<file path="src/rtl/mmio_uart_tx_if.sv">
// mmio_uart_tx_if
// Purpose: groups the memory-stage snoop signals and the combinational
// load-return path between the pipelined core and the memory-mapped UART
// transmitter.
// Signals:
//   memwriteM   store strobe from the memory stage
//   dataAdrM    memory-stage byte address
//   writedataM  store data
//   selIO       high when dataAdrM hits the UART window
//   readDataIO  load data returned by the UART (STATUS or 0)
// Modports:
//   master  core side, drives the bus and receives selIO/readDataIO
//   slave   UART side
interface mmio_uart_tx_if;
   logic        memwriteM;
   logic [31:0] dataAdrM;
   logic [31:0] writedataM;
   logic        selIO;
   logic [31:0] readDataIO;

   modport master (
      output memwriteM, dataAdrM, writedataM,
      input  selIO, readDataIO
   );

   modport slave (
      input  memwriteM, dataAdrM, writedataM,
      output selIO, readDataIO
   );
endinterface

</file>
<file path="src/rtl/mmio_uart_tx.sv">
// mmio_uart_tx
// Purpose: memory-mapped UART transmitter. Snoops memory-stage stores,
// claims TXDATA (BASE_ADDR) and STATUS (BASE_ADDR+4), queues stored bytes
// in a small FIFO and serialises them LSB first as 8N1 frames on tx.
// Optional feature macro: UART_TX_PARITY_EN adds an even-parity bit
// between the data bits and the stop bit (11-bit frames).
// Ports:
//   clock  single clock, rising edge
//   reset  synchronous active-high reset
//   bus    mmio_uart_tx_if.slave (memwriteM, dataAdrM, writedataM in;
//          selIO, readDataIO out, both combinational)
//   tx     registered serial output, idle high
//   busy   high while a frame is in progress
// STATUS: [0] full, [1] empty, [2] busy, [3] overflow (sticky; cleared by
// a store to STATUS with bit 3 set).
module mmio_uart_tx #(
   parameter logic [31:0] BASE_ADDR    = 32'h1000_0000,
   parameter int          CLKS_PER_BIT = 16,
   parameter int          FIFO_DEPTH   = 4
) (
   input  logic          clock,
   input  logic          reset,
   mmio_uart_tx_if.slave bus,
   output logic          tx,
   output logic          busy
);

   localparam int BAUD_W = (CLKS_PER_BIT > 1) ? $clog2(CLKS_PER_BIT) : 1;
   localparam int PTR_W  = $clog2(FIFO_DEPTH) + 1;
   localparam int IDX_W  = PTR_W - 1;
   localparam logic [31:0] STATUS_ADDR = BASE_ADDR + 32'd4;
   localparam logic [BAUD_W-1:0] BAUD_LAST = BAUD_W'(CLKS_PER_BIT - 1);

`ifdef UART_TX_PARITY_EN
   typedef enum logic [2:0] {IDLE, START, DATA, PARITY, STOP} state_t;
`else
   typedef enum logic [2:0] {IDLE, START, DATA, STOP} state_t;
`endif

   state_t            r_state;
   state_t            w_nextState;
   logic [7:0]        r_mem [FIFO_DEPTH];
   logic [PTR_W-1:0]  r_wrPtr;
   logic [PTR_W-1:0]  r_rdPtr;
   logic              r_overflow;
   logic [7:0]        r_shift;
   logic [2:0]        r_bitCnt;
   logic [BAUD_W-1:0] r_baudCnt;
`ifdef UART_TX_PARITY_EN
   logic              r_parityBit;
`endif
   logic              w_fifoEmpty;
   logic              w_fifoFull;
   logic              w_hitData;
   logic              w_hitStatus;
   logic              w_push;
   logic              w_pop;
   logic              w_baudDone;
   logic [7:0]        w_head;
   logic              w_unusedBits;

   // Address decode and status are purely combinational so the top level
   // can mux readDataIO ahead of the data-memory read in the same cycle.
   assign w_hitData   = (bus.dataAdrM == BASE_ADDR);
   assign w_hitStatus = (bus.dataAdrM == STATUS_ADDR);
   assign bus.selIO   = w_hitData | w_hitStatus;
   assign busy        = (r_state != IDLE);
   assign bus.readDataIO = w_hitStatus ? {28'd0, r_overflow, busy, w_fifoEmpty, w_fifoFull} : 32'd0;

   // Pointers carry one extra wrap bit: equal pointers mean empty, equal
   // index with differing wrap bit means full.
   assign w_fifoEmpty = (r_wrPtr == r_rdPtr);
   assign w_fifoFull  = (r_wrPtr[PTR_W-1] != r_rdPtr[PTR_W-1]) &&
                        (r_wrPtr[IDX_W-1:0] == r_rdPtr[IDX_W-1:0]);
   assign w_push      = bus.memwriteM && w_hitData && !w_fifoFull;
   assign w_head      = r_mem[r_rdPtr[IDX_W-1:0]];
   assign w_baudDone  = (r_baudCnt == BAUD_LAST);
   assign w_unusedBits = ^{bus.writedataM[31:8]};

   // FIFO storage needs no reset; only the pointers define its contents.
   always_ff @(posedge clock) begin
      if (w_push) begin
         r_mem[r_wrPtr[IDX_W-1:0]] <= bus.writedataM[7:0];
      end
   end

   // Pointer and sticky overflow bookkeeping. Full is the pre-edge value,
   // so a pop on this edge never makes room for a push on this edge.
   always_ff @(posedge clock) begin
      if (reset) begin
         r_wrPtr    <= '0;
         r_rdPtr    <= '0;
         r_overflow <= 1'b0;
      end else begin
         if (w_push) begin
            r_wrPtr <= r_wrPtr + 1'b1;
         end
         if (w_pop) begin
            r_rdPtr <= r_rdPtr + 1'b1;
         end
         if (bus.memwriteM && w_hitData && w_fifoFull) begin
            r_overflow <= 1'b1;
         end else if (bus.memwriteM && w_hitStatus && bus.writedataM[3]) begin
            r_overflow <= 1'b0;
         end
      end
   end

   // State register for the frame sequencer.
   always_ff @(posedge clock) begin
      if (reset) begin
         r_state <= IDLE;
      end else begin
         r_state <= w_nextState;
      end
   end

   // Next-state logic. The last STOP cycle pops straight into START when
   // another byte is waiting, giving back-to-back frames with no idle bit.
   always_comb begin
      w_nextState = r_state;
      w_pop       = 1'b0;
      case (r_state)
         IDLE: begin
            if (!w_fifoEmpty) begin
               w_nextState = START;
               w_pop       = 1'b1;
            end
         end
         START: begin
            if (w_baudDone) begin
               w_nextState = DATA;
            end
         end
         DATA: begin
            if (w_baudDone && (r_bitCnt == 3'd7)) begin
`ifdef UART_TX_PARITY_EN
               w_nextState = PARITY;
`else
               w_nextState = STOP;
`endif
            end
         end
`ifdef UART_TX_PARITY_EN
         PARITY: begin
            if (w_baudDone) begin
               w_nextState = STOP;
            end
         end
`endif
         STOP: begin
            if (w_baudDone) begin
               if (!w_fifoEmpty) begin
                  w_nextState = START;
                  w_pop       = 1'b1;
               end else begin
                  w_nextState = IDLE;
               end
            end
         end
         default: w_nextState = IDLE;
      endcase
   end

   // Serial datapath. tx is updated at each bit boundary with the value of
   // the bit that is starting; the shift register is consumed LSB first.
   always_ff @(posedge clock) begin
      if (reset) begin
         tx        <= 1'b1;
         r_shift   <= 8'd0;
         r_bitCnt  <= 3'd0;
         r_baudCnt <= '0;
`ifdef UART_TX_PARITY_EN
         r_parityBit <= 1'b0;
`endif
      end else if (w_pop) begin
         tx        <= 1'b0;
         r_shift   <= w_head;
         r_bitCnt  <= 3'd0;
         r_baudCnt <= '0;
`ifdef UART_TX_PARITY_EN
         r_parityBit <= ^w_head;
`endif
      end else if (r_state != IDLE) begin
         if (w_baudDone) begin
            r_baudCnt <= '0;
            case (r_state)
               START: begin
                  tx      <= r_shift[0];
                  r_shift <= r_shift >> 1;
               end
               DATA: begin
                  if (r_bitCnt == 3'd7) begin
                     r_bitCnt <= 3'd0;
`ifdef UART_TX_PARITY_EN
                     tx <= r_parityBit;
`else
                     tx <= 1'b1;
`endif
                  end else begin
                     tx       <= r_shift[0];
                     r_shift  <= r_shift >> 1;
                     r_bitCnt <= r_bitCnt + 3'd1;
                  end
               end
               default: tx <= 1'b1;
            endcase
         end else begin
            r_baudCnt <= r_baudCnt + 1'b1;
         end
      end
   end

endmodule

</file>
<file path="src/flat_wrapper.sv">
// flat-port wrapper written by rule: the top's interface ports become plain ports
module mmio_uart_tx_flat 
#(
   parameter logic [31:0] BASE_ADDR    = 32'h1000_0000,
   parameter int          CLKS_PER_BIT = 16,
   parameter int          FIFO_DEPTH   = 4
)
  (clock, reset, tx, busy, bus_memwriteM, bus_dataAdrM, bus_writedataM, bus_selIO, bus_readDataIO);
  mmio_uart_tx_if bus_i ();
  input  logic clock;
  input  logic reset;
  output logic tx;
  output logic busy;
  input wire logic [$bits(bus_i.memwriteM)-1:0] bus_memwriteM;
  input wire logic [$bits(bus_i.dataAdrM)-1:0] bus_dataAdrM;
  input wire logic [$bits(bus_i.writedataM)-1:0] bus_writedataM;
  output wire logic [$bits(bus_i.selIO)-1:0] bus_selIO;
  output wire logic [$bits(bus_i.readDataIO)-1:0] bus_readDataIO;
  assign bus_i.memwriteM = bus_memwriteM;
  assign bus_i.dataAdrM = bus_dataAdrM;
  assign bus_i.writedataM = bus_writedataM;
  assign bus_selIO = bus_i.selIO;
  assign bus_readDataIO = bus_i.readDataIO;
  mmio_uart_tx #(.BASE_ADDR(BASE_ADDR), .CLKS_PER_BIT(CLKS_PER_BIT), .FIFO_DEPTH(FIFO_DEPTH)) u_core (.clock(clock), .reset(reset), .bus(bus_i), .tx(tx), .busy(busy));
endmodule
</file>
<file path="config.mk">
export PLATFORM = sky130hd
export DESIGN_NAME = mmio_uart_tx_flat
export DESIGN_NICKNAME = d
export VERILOG_FILES = /design/src/rtl/mmio_uart_tx_if.sv /design/src/rtl/mmio_uart_tx.sv /design/src/flat_wrapper.sv
export SDC_FILE = /design/constraint.sdc
export NUM_CORES = 1
export LEC_CHECK = 0
export CORE_MARGIN = 4
export CORE_UTILIZATION = 49
export DETAILED_ROUTE_END_ITERATION = 12
export GPL_ROUTABILITY_DRIVEN = 0
export GPL_TIMING_DRIVEN = 0
export HOLD_SLACK_MARGIN = 0.05
export PLACE_DENSITY = 0.92
export SLEW_MARGIN = 20
export SYNTH_ARGS = -nofsm -noshare
export SYNTH_HDL_FRONTEND = slang
export SYNTH_SLANG_ARGS = --single-unit
</file>
<file path="constraint.sdc">
create_clock -name clock -period 4.6 [get_ports clock]
set_input_delay 1.15 -clock clock [delete_from_list [all_inputs] [get_ports clock]]
set_output_delay 1.15 -clock clock [all_outputs]
set_load 0.05 [all_outputs]
</file>
==> metrics.txt <==
outcome=complete, no violations; htree depth=3; met3 Usage GRT=between 6 and 7%; most frequent cells in the layout=sky130_fd_sc_hd__clkdlybuf4s50_1 (44), sky130_fd_sc_hd__edfxtp_1 (32), sky130_fd_sc_hd__buf_4 (28), sky130_fd_sc_hd__conb_1 (28), sky130_fd_sc_hd__dfxtp_1 (27); clock tree from TritonCTS=yes; final routed wirelength across all metal layers=between 7 and 8 mm; headroom to the max-slew limit=49.7%; share of cell area taken by muxes after synthesis=under 10%; DIE HEIGHT=about 86 µm; std cell rows=28; met2 track demand over resource=between 30% and 40%; area fraction in and, or, nand and nor cells after synthesis=between 10% and 20%; remaining global-route overflow=0; buffers from clock root to sink, at most=2; worst slack at placement=-0.0860 ns; Root Buffer=sky130_fd_sc_hd__clkbuf_8; distinct cell type count of the synthesized netlist=47; Post-synth EDFFs=32; Via density=about 5.5; total track usage=approximately a fifth; number of warnings printed during yosys synthesis=0; post-route ant nets=0; Yosys reg bits=59; Final Critical Period=about 4.5 ns; Setup crit end kind=output pin; Post-Syn Instances=roughly 260; final setup slack of the worst path=0.140 ns; via count=roughly 2300; maximum operating frequency=224 MHz; most common library cell in the layout ignoring fill and taps=sky130_fd_sc_hd__clkdlybuf4s50_1; slowest library cell on the worst path=sky130_fd_sc_hd__dlygate4sd2_1; share of cells above drive strength 1=between 10% and 20%; CTS Sinks=a little under 60; most common flop cell mapped by yosys=sky130_fd_sc_hd__edfxtp_1; met1 usage in global routing=around 22%; fill cell instance count of the final layout=between 400 and 500; Req. time, crit path=3.45 ns; number of buffers inserted for hold repair after clock tree synthesis=0; Largest stage delay, worst path=0.53 ns; Peak VDD IR=0.329 mV; element type at the critical path start=primary input; first-pass GRT wire length=~11 mm; Area growth, synth to finish=31.0%; adder-cell share of the synthesized area=approximately 5%; category of the critical setup timing path=in2out; maximum number of pins on one net before global-route repair=13; cells traversed along the worst timing path=clkdlybuf4s50_1 -> nor4b_1 -> nand4_1 -> nor2_1 -> and3_1 -> dlygate4sd2_1; path class of the lowest-slack min-delay path=reg2reg; final setup violation count=0; area of the core=a little under 6000 µm²; accumulated negative setup slack=0 ns; number of cells in the design after placement=slightly above 400; period utilization=slightly below 100%; initial antenna violation count=0; number of buffers inserted by post-CTS setup repair=0; clock latency at the later pin of the worst-skew pair=0.35 ns; clk_skew=0.00727 ns; Total Nets Final=around 430; clock edge transition at the registers on the reported setup and hold paths=0.07 ns; remaining routing DRC violations=0; Max FO, Critical Path=6; average wire length per cell after detail routing=17.0 µm; Mapped Area=between 3000 and 4000 µm²; data arrival at the endpoint of the critical path=~3.3 ns; final-report max-slew violation count=0; worst hold margin=~0.46 ns; vias in the first global route=between 2000 and 2500; async set or reset register ratio after synthesis=0%; complex-gate fraction of the synthesized area=between 10 and 15%; number of port buffers=just under 50; final count of hold timing violations=0; main combinational cell family by area after synthesis=simple AND/OR/NAND/NOR gates; synthesized-area fraction occupied by xor and xnor cells=between 2 and 2.5%; slew at the pin with the worst max-slew slack=0.745 ns; die span in x=86.4 µm; number of clock buffers inserted by TritonCTS=9; First-pass DRT Iterations=4; cell area power density=around 350 nW/µm²; placed wire-length estimate after detailed placement=~5.1 mm; I/O pins=102; sequential element share of the synthesized area=about half; most used routing layer=met2; effective utilization at floorplan=50.6%; DIE AREA=about 7500 µm²; count of maximum capacitance violations=0; initial drt markers=approximately 150; leakage power figure=between 1.5 and 2 nW; number of antenna repair diodes=0; mean instance size in the synthesized netlist=between 10 and 15 µm²; post-route insts no fill=between 400 and 500
[cell usage after synthesis, drive strengths merged (8+ instances only)]
master  count  area share [%]
nor2        9             1.1
a211oi      9             2.2
mux4        8             6.0
nor4        9             1.9
ha         12             5.0
edfxtp     32              32
a311oi     10             3.5
dfxtp      27              18
inv         9             1.1
buf        35             8.1
nand2      22             2.7
a21oi      12             2.0
[cells by family after synthesis]
kind of cell | Yosys count
simple gates | 75
flops | 59
compound gates | 48
buf+inv | 46
fa+ha+maj | 12
mux | 11
xor+xnor | 7
other cells | 1
[power by group]
group | leakage (nW) | internal (mW) | switching [mW]
clock network | 0.124 | 0.364 | 0.225
logic | 0.889 | 0.0819 | 0.126
registers | 0.505 | 0.564 | 0.00836
[sequential cells by signal, summed over array words and instances, names as in the netlist, named ones only]
register	count
u_core.r_mem	32
u_core.r_baudCnt	4
u_core.tx	1
u_core.r_overflow	1
u_core.r_wrPtr	3
u_core.r_state	2
u_core.r_rdPtr	3
u_core.r_shift	8
u_core.r_bitCnt	3
[metrics by stage]
stage	power, mW	area [µm²]	util, %
after detailed placement	0.788	3700	62.1
after CTS	1.37	3940	66.2
after global routing	1.42	3940	66.2
after global placement	0.784	3700	62.1
final	1.37	3940	66.2
after floorplan	0.726	3110	-
[metal layers]
metal | vias up | share of wire, %
li1 | 1109 | -
met1 | 1113 | 39
met2 | 87 | 53
met3 | 17 | 6.9
met4 | 0 | 1.4
met5 | - | 0
[worst max-delay path, delay by kind of cell]
kind	cells	cell delay, ns
buf+inv	2	0.93
simple gates	4	1.23
[area by class of cell]
type                       instances  area [µm²]  share of cell area (%)
sequential                        59        1500                    38.1
multi-input combinational        181        1330                    33.7
clock inverter                     7         125                    3.17
buffer                            37         250                    6.35
inverter                           9        33.8                   0.857
tap                               75        93.8                    2.38
timing repair buffer              49         488                    12.4
clock buffer                       9         124                    3.14
[final timing paths]
check / start / to / slack, ns / cells past startpoint
worst min-delay path: u_core.tx / u_core.tx / 0.46 / 1
worst min register to register: u_core.tx / u_core.tx / 0.46 / 1
worst max register to register: u_core.r_wrPtr[0] / u_core.r_mem[1][7] / 2.29 / 4
worst max-delay path: bus_dataAdrM[22] / bus_readDataIO[0] / 0.14 / 6
[repair_timing]
action                     4_1_cts  5_1_grt
pin swaps                        0        1
gates resized for setup          4        1
setup endpoints to repair        4        4
gates cloned                     0        0
Note: power is estimated with default switching activity, not from simulation.
